## config.mk

```make
export PLATFORM = sky130hd
export DESIGN_NAME = btn_conditioner
export DESIGN_NICKNAME = d
export VERILOG_FILES = /design/src/rtl/btn_conditioner_pkg.sv /design/src/rtl/btn_channel.sv /design/src/rtl/btn_conditioner.sv
export SDC_FILE = /design/constraint.sdc
export NUM_CORES = 1
export LEC_CHECK = 0
export ABC_AREA = 1
export BUFFER_PORTS_ARGS = -buffer_cell sky130_fd_sc_hd__buf_4
export CAP_MARGIN = 20
export CORE_MARGIN = 5
export CORE_UTILIZATION = 58
export DETAILED_ROUTE_END_ITERATION = 8
export GPL_TIMING_DRIVEN = 0
export PLACE_DENSITY = 0.93
export SKIP_LAST_GASP = 1
export SYNTH_ARGS = -nofsm -noshare
export SYNTH_HDL_FRONTEND = slang
export SYNTH_SLANG_ARGS = --single-unit
```

## constraint.sdc

```tcl
create_clock -name clk -period 2.35 [get_ports clk]
set_input_delay 0.47 -clock clk [delete_from_list [all_inputs] [get_ports clk]]
set_output_delay 0.47 -clock clk [all_outputs]
set_load 0.01 [all_outputs]
```

## src/rtl/btn_conditioner_pkg.sv

```systemverilog
// Shared constants and counter-width helpers for the button conditioner.
// Auto-repeat support is compiled in only when BTN_CONDITIONER_AUTOREPEAT_EN
// is defined; the HOLD/REPEAT defaults below are sized for a 100 MHz clk.
package btn_conditioner_pkg;

  localparam int unsigned DB_CYCLES_DEFAULT     = 16;
  localparam int unsigned HOLD_CYCLES_DEFAULT   = 50_000_000;  // 0.5 s
  localparam int unsigned REPEAT_CYCLES_DEFAULT = 10_000_000;  // 0.1 s

  // Debounce counter must hold 0..DB_CYCLES.
  function automatic int unsigned db_cnt_w(input int unsigned db_cycles);
    int unsigned w;
    w = $clog2(db_cycles + 1);
    return (w < 1) ? 1 : w;
  endfunction

  // Hold counter must hold 0..max(HOLD, REPEAT).
  function automatic int unsigned hold_cnt_w(input int unsigned hold_cycles,
                                             input int unsigned repeat_cycles);
    int unsigned m;
    int unsigned w;
    m = (hold_cycles > repeat_cycles) ? hold_cycles : repeat_cycles;
    w = $clog2(m + 1);
    return (w < 1) ? 1 : w;
  endfunction

endpackage

```

## src/rtl/btn_channel.sv

```systemverilog
// Single button channel: polarity fix, 2-flop synchroniser, counter debounce,
// rise/fall pulse generation and, with BTN_CONDITIONER_AUTOREPEAT_EN defined,
// long-press detection with periodic auto-repeat pulses on press_o.
module btn_channel
  import btn_conditioner_pkg::*;
#(
  parameter int unsigned DB_CYCLES  = DB_CYCLES_DEFAULT,
  parameter bit          ACTIVE_LOW = 1'b0
`ifdef BTN_CONDITIONER_AUTOREPEAT_EN
  ,
  parameter int unsigned HOLD_CYCLES   = HOLD_CYCLES_DEFAULT,
  parameter int unsigned REPEAT_CYCLES = REPEAT_CYCLES_DEFAULT
`endif
) (
  input  logic clk,
  input  logic rst,
  input  logic in_i,
  output logic level_o,
  output logic rise_o,
  output logic fall_o,
  output logic press_o,
  output logic held_o
);

  localparam int unsigned DBW = db_cnt_w(DB_CYCLES);
  typedef logic [DBW-1:0] db_cnt_t;
  localparam db_cnt_t DB_LAST = db_cnt_t'(DB_CYCLES - 1);

  logic    s1_q, s2_q;
  logic    level_q, level_d;
  logic    level_dly_q;
  db_cnt_t cnt_q, cnt_d;

  // Debounce: accept s2 only after DB_CYCLES consecutive disagreeing samples;
  // any agreeing sample throws the partial count away.
  always_comb begin
    level_d = level_q;
    cnt_d   = cnt_q;
    if (s2_q == level_q) begin
      cnt_d = '0;
    end else if (cnt_q == DB_LAST) begin
      level_d = s2_q;
      cnt_d   = '0;
    end else begin
      cnt_d = cnt_q + db_cnt_t'(1);
    end
  end

  // Synchroniser, debounce state and one-cycle-delayed level for edge pulses.
  always_ff @(posedge clk) begin
    if (rst) begin
      s1_q        <= 1'b0;
      s2_q        <= 1'b0;
      level_q     <= 1'b0;
      level_dly_q <= 1'b0;
      cnt_q       <= '0;
    end else begin
      s1_q        <= in_i ^ ACTIVE_LOW;
      s2_q        <= s1_q;
      level_q     <= level_d;
      level_dly_q <= level_q;
      cnt_q       <= cnt_d;
    end
  end

  assign level_o = level_q;
  assign rise_o  = level_q & ~level_dly_q;
  assign fall_o  = ~level_q & level_dly_q;

`ifdef BTN_CONDITIONER_AUTOREPEAT_EN
  localparam int unsigned HW = hold_cnt_w(HOLD_CYCLES, REPEAT_CYCLES);
  typedef logic [HW-1:0] hold_cnt_t;
  localparam hold_cnt_t HOLD_TC = hold_cnt_t'(HOLD_CYCLES);
  // Reloading to HOLD-REPEAT makes every later repeat land REPEAT cycles apart.
  localparam hold_cnt_t RELOAD  = hold_cnt_t'(HOLD_CYCLES - REPEAT_CYCLES);

  hold_cnt_t hold_q, hold_d, hold_inc;
  logic      rep_q, rep_d;
  logic      held_q, held_d;

  // Hold timer keyed on the next level so held/repeat drop in the fall cycle
  // and the repeat pulse can never share a cycle with rise.
  always_comb begin
    hold_d   = hold_q;
    rep_d    = 1'b0;
    held_d   = held_q;
    hold_inc = hold_q + hold_cnt_t'(1);
    if (!level_d) begin
      hold_d = '0;
      held_d = 1'b0;
    end else if (!level_q) begin
      hold_d = '0;
    end else if (hold_inc == HOLD_TC) begin
      rep_d  = 1'b1;
      held_d = 1'b1;
      hold_d = RELOAD;
    end else begin
      hold_d = hold_inc;
    end
  end

  // Hold timer, repeat pulse and long-press flag registers.
  always_ff @(posedge clk) begin
    if (rst) begin
      hold_q <= '0;
      rep_q  <= 1'b0;
      held_q <= 1'b0;
    end else begin
      hold_q <= hold_d;
      rep_q  <= rep_d;
      held_q <= held_d;
    end
  end

  assign press_o = rise_o | rep_q;
  assign held_o  = held_q;
`else
  assign press_o = rise_o;
  assign held_o  = 1'b0;
`endif

endmodule

```

## src/rtl/btn_conditioner.sv

```systemverilog
// N-channel button/mouse-level conditioner. Each bit of in_i gets its own
// btn_channel; any_rise_o flags a new press on any channel.
// Define BTN_CONDITIONER_AUTOREPEAT_EN to add long-press auto-repeat.
module btn_conditioner
  import btn_conditioner_pkg::*;
#(
  parameter int unsigned N          = 4,
  parameter int unsigned DB_CYCLES  = DB_CYCLES_DEFAULT,
  parameter bit          ACTIVE_LOW = 1'b0
`ifdef BTN_CONDITIONER_AUTOREPEAT_EN
  ,
  parameter int unsigned HOLD_CYCLES   = HOLD_CYCLES_DEFAULT,
  parameter int unsigned REPEAT_CYCLES = REPEAT_CYCLES_DEFAULT
`endif
) (
  input  logic         clk,
  input  logic         rst,
  input  logic [N-1:0] in_i,
  output logic [N-1:0] level_o,
  output logic [N-1:0] rise_o,
  output logic [N-1:0] fall_o,
  output logic [N-1:0] press_o,
  output logic [N-1:0] held_o,
  output logic         any_rise_o
);

  for (genvar i = 0; i < N; i++) begin : g_ch
    btn_channel #(
      .DB_CYCLES    (DB_CYCLES),
      .ACTIVE_LOW   (ACTIVE_LOW)
`ifdef BTN_CONDITIONER_AUTOREPEAT_EN
      ,
      .HOLD_CYCLES  (HOLD_CYCLES),
      .REPEAT_CYCLES(REPEAT_CYCLES)
`endif
    ) u_ch (
      .clk    (clk),
      .rst    (rst),
      .in_i   (in_i[i]),
      .level_o(level_o[i]),
      .rise_o (rise_o[i]),
      .fall_o (fall_o[i]),
      .press_o(press_o[i]),
      .held_o (held_o[i])
    );
  end

  assign any_rise_o = |rise_o;

endmodule

```

==> impl_metrics.py <==
metrics = {
    "synth": {
        "yosys_warnings": 0,
        "synth_area_per_cell_um2": 8.04,
        "synth_cells": 193,
        "ys_ff_latch": 36,
        "synth_area_leaders": "dfxtp_1 46%, buf_4 9.7%, nor2_1 9.4%",
        "ys_seq_area_share_pct": 46.5,
        "yosysTopAreaCellShare_pct": 46.5,
        "synth_cell_types": 19,
        "synth_area_um2": 1550,
        "yosys.area.top_type": "dfxtp_1",
    },
    "layout": {
        "diodes": 0,
        "drive_above_1_share_pct": 27.1,
        "postLayoutCoreUtil_pct": 72.0,
        "nNetsFinal": 238,
        "final_common_cell": "buf_4",
        "area_growth_pct": 17.1,
        "final_cell_mix": "41 x buf_4, 39 x nor2_1, 36 x dfxtp_1",
    },
    "worst_setup_path": {
        "critPathMaxStageDelay_ns": 0.46,
        "critPathSlowestCell": "dfxtp_1",
        "cp_data_arrival_time_ns": 1.23,
        "worstSetupPathType": "reg -> out",
        "start_kind": "flop",
        "cp.required_ns": 1.88,
        "cpMostUsedCell": "buf_4",
        "path_buf_inv": 3,
        "end_kind": "output pin",
        "crit_chain": "nand2_1, inv_1, buf_4, buf_4",
        "cp_max_fo": 6,
        "cp_top_family": "flip-flops",
    },
    "global_routing": {
        "antenna_found_initial": 0,
        "grt_pass1_vias": 1030,
        "grt_util_all_layers_pct": 15.3,
        "grt_max_degree": 11,
        "grt_pass1_wl_um": 4110,
        "grt_overflow": 0,
    },
    "hold_path": {
        "hold_class": "in -> reg",
    },
    "clock_tree": {
        "clockBufferDepth": 2,
        "clockRootBuffer": "clkbuf_4",
        "cts_setup_buffers": 0,
        "h-tree-depth": 2,
        "cts_num_sinks": 36,
        "holdBufCountCts": 0,
        "clkTransAtPathRegs_ns": 0.10,
        "clock_latency_ns": 0.34,
        "cts_tree": "yes",
        "ctsResizeCount": 0,
        "cts_made_buffers": 5,
    },
    "detailed_routing": {
        "vias": 1160,
        "first_iter_violations": 43,
        "drc": 0,
        "ant_nets": 0,
        "viasPerCell": 4.55,
        "drt_wl_total_um": 2470,
        "firstDrtPassIters": 4,
        "routedWlPerCell_um": 9.67,
    },
    "timing": {
        "setup_viol": 0,
        "drv_slew": 0,
        "hold_viol_final": 0,
        "fin_skew_ns": 0.0103,
        "post-route-min-period_ns": 1.70,
        "setup_tns_ns": 0,
        "fin_crit_sh_pct": 72.1,
        "fmax_ghz": 0.590,
        "rsz0062_at_grt": "false",
        "hold_slack_ns": 0.324,
    },
    "floorplan": {
        "row_count": 18,
        "io_pins": 27,
        "core_area_um2": 2520,
        "start_util_pct": 61.5,
        "die_area_um2": 3810,
        "fp.dieW_um": 61.7,
        "die_y_um": 61.7,
    },
    "power": {
        "power.density_nw_per_um2": 549,
        "p_sw_mw": 0.215,
        "combPwrFrac_pct": 3.7,
        "internal_power_mw": 0.783,
        "netSwitchingFraction_pct": 21.6,
        "seqPwrFrac_pct": 62.4,
        "vdd_drop_max_mv": 0.480,
        "clockPowerShare_pct": 33.9,
        "p_leak_nw": 0.868,
    },
    "placed_design": {
        "gp_congestion": 0.716,
        "io_buffers": 21,
        "dp_hpwl_um": 1820,
    },
    "flow_run": {
        "drv_cap": 0,
    },
    "run_status": {
        "status": "completed",
    },
}
==> worst paths after layout <==
path	from	to	slack, ns	depth (start not counted)
setup / recovery	g_ch[0].u_ch.level_o	press_o[0]	0.65	4
hold / removal	rst	g_ch[2].u_ch.s2_q	0.32	2
setup reg to reg	g_ch[3].u_ch.cnt_q[0]	g_ch[3].u_ch.cnt_q[3]	1.02	7
hold reg to reg	g_ch[2].u_ch.s1_q	g_ch[2].u_ch.s2_q	0.40	2
==> power by group through the flow <==
| stage | Combinational (mW) | Clock, mW | Sequential [mW] |
|---|---|---|---|
| 5_1_grt | 0.0421 | 0.382 | 0.624 |
| 3_5_place_dp | 0.0368 | 0 | 0.636 |
| 4_1_cts | 0.0372 | 0.349 | 0.622 |
| 3_3_place_gp | 0.0360 | 0 | 0.636 |
| 6_report | 0.0370 | 0.339 | 0.622 |
| 2_1_floorplan | 0.0277 | 0 | 0.636 |
==> state kept, by name, summed over array words and instances (netlist names) <==
| signal | flops |
|---|---|
| g_ch.u_ch.level_o | 4 |
| g_ch.u_ch.cnt_q | 20 |
| g_ch.u_ch.s2_q | 4 |
| g_ch.u_ch.level_dly_q | 4 |
| g_ch.u_ch.s1_q | 4 |
==> through the flow <==
stage	power, mW	std cells	instance area, um^2	worst slack [ns]
floorplan	0.663	196	1560	1.14
global placement	0.672	247	1760	1.06
detailed placement	0.673	247	1760	1.04
CTS	1.01	255	1820	0.657
global route	1.05	255	1820	0.558
finish	0.998	255	1820	0.655
==> logic make-up (layout without fill, tap and decap cells) <==
group | after synthesis | after routing | synth area share [%]
adders and majority gates | 8 | 8 | 6.45
xor gates and xnor gates | 4 | 4 | 2.26
and+or+nand+nor | 70 | 70 | 19.1
buffers and inverters | 59 | 88 | 19.7
AOI/OAI and AO/OA | 15 | 15 | 5.81
other | 1 | 4 | 0.242
DFF | 36 | 36 | 46.5
==> per-layer routing <==
metal / wire length [um] / share of wire, % / GRT usage (%)
met4: 78 / 3.2 / 9.70
met3: 224 / 9.1 / 6.40
met1: 1000 / 41 / 15.7
met2: 1160 / 47 / 25.7
met5: 0 / 0 / 0
==> cell type report <==
type | instances | area [um^2]
Fill cell | 199 | 706
Clock buffer | 8 | 58.8
Timing Repair Buffer | 21 | 158
Multi-Input combinational cell | 101 | 537
Tap cell | 30 | 37.5
Inverter | 37 | 139
Buffer | 22 | 166
Sequential cell | 36 | 721
==> cell usage after synthesis, drive strengths merged <==
library cell,number
inv,37
ha,8
xnor2,4
conb,1
a21oi,11
nor2,40
o21ai,4
buf,22
nand2,20
dfxtp,36
nand3,5
nand4,5
==> worst reg2reg max path: stages (launching register included) <==
cell and delay, ns:
dfxtp_1 0.35, ha_1 0.24, nand2_1 0.07, nor2_1 0.04, ha_1 0.20, a21oi_1 0.16, nand2_2 0.11, nor2_1 0.10
(Power assumes the default switching activity.)
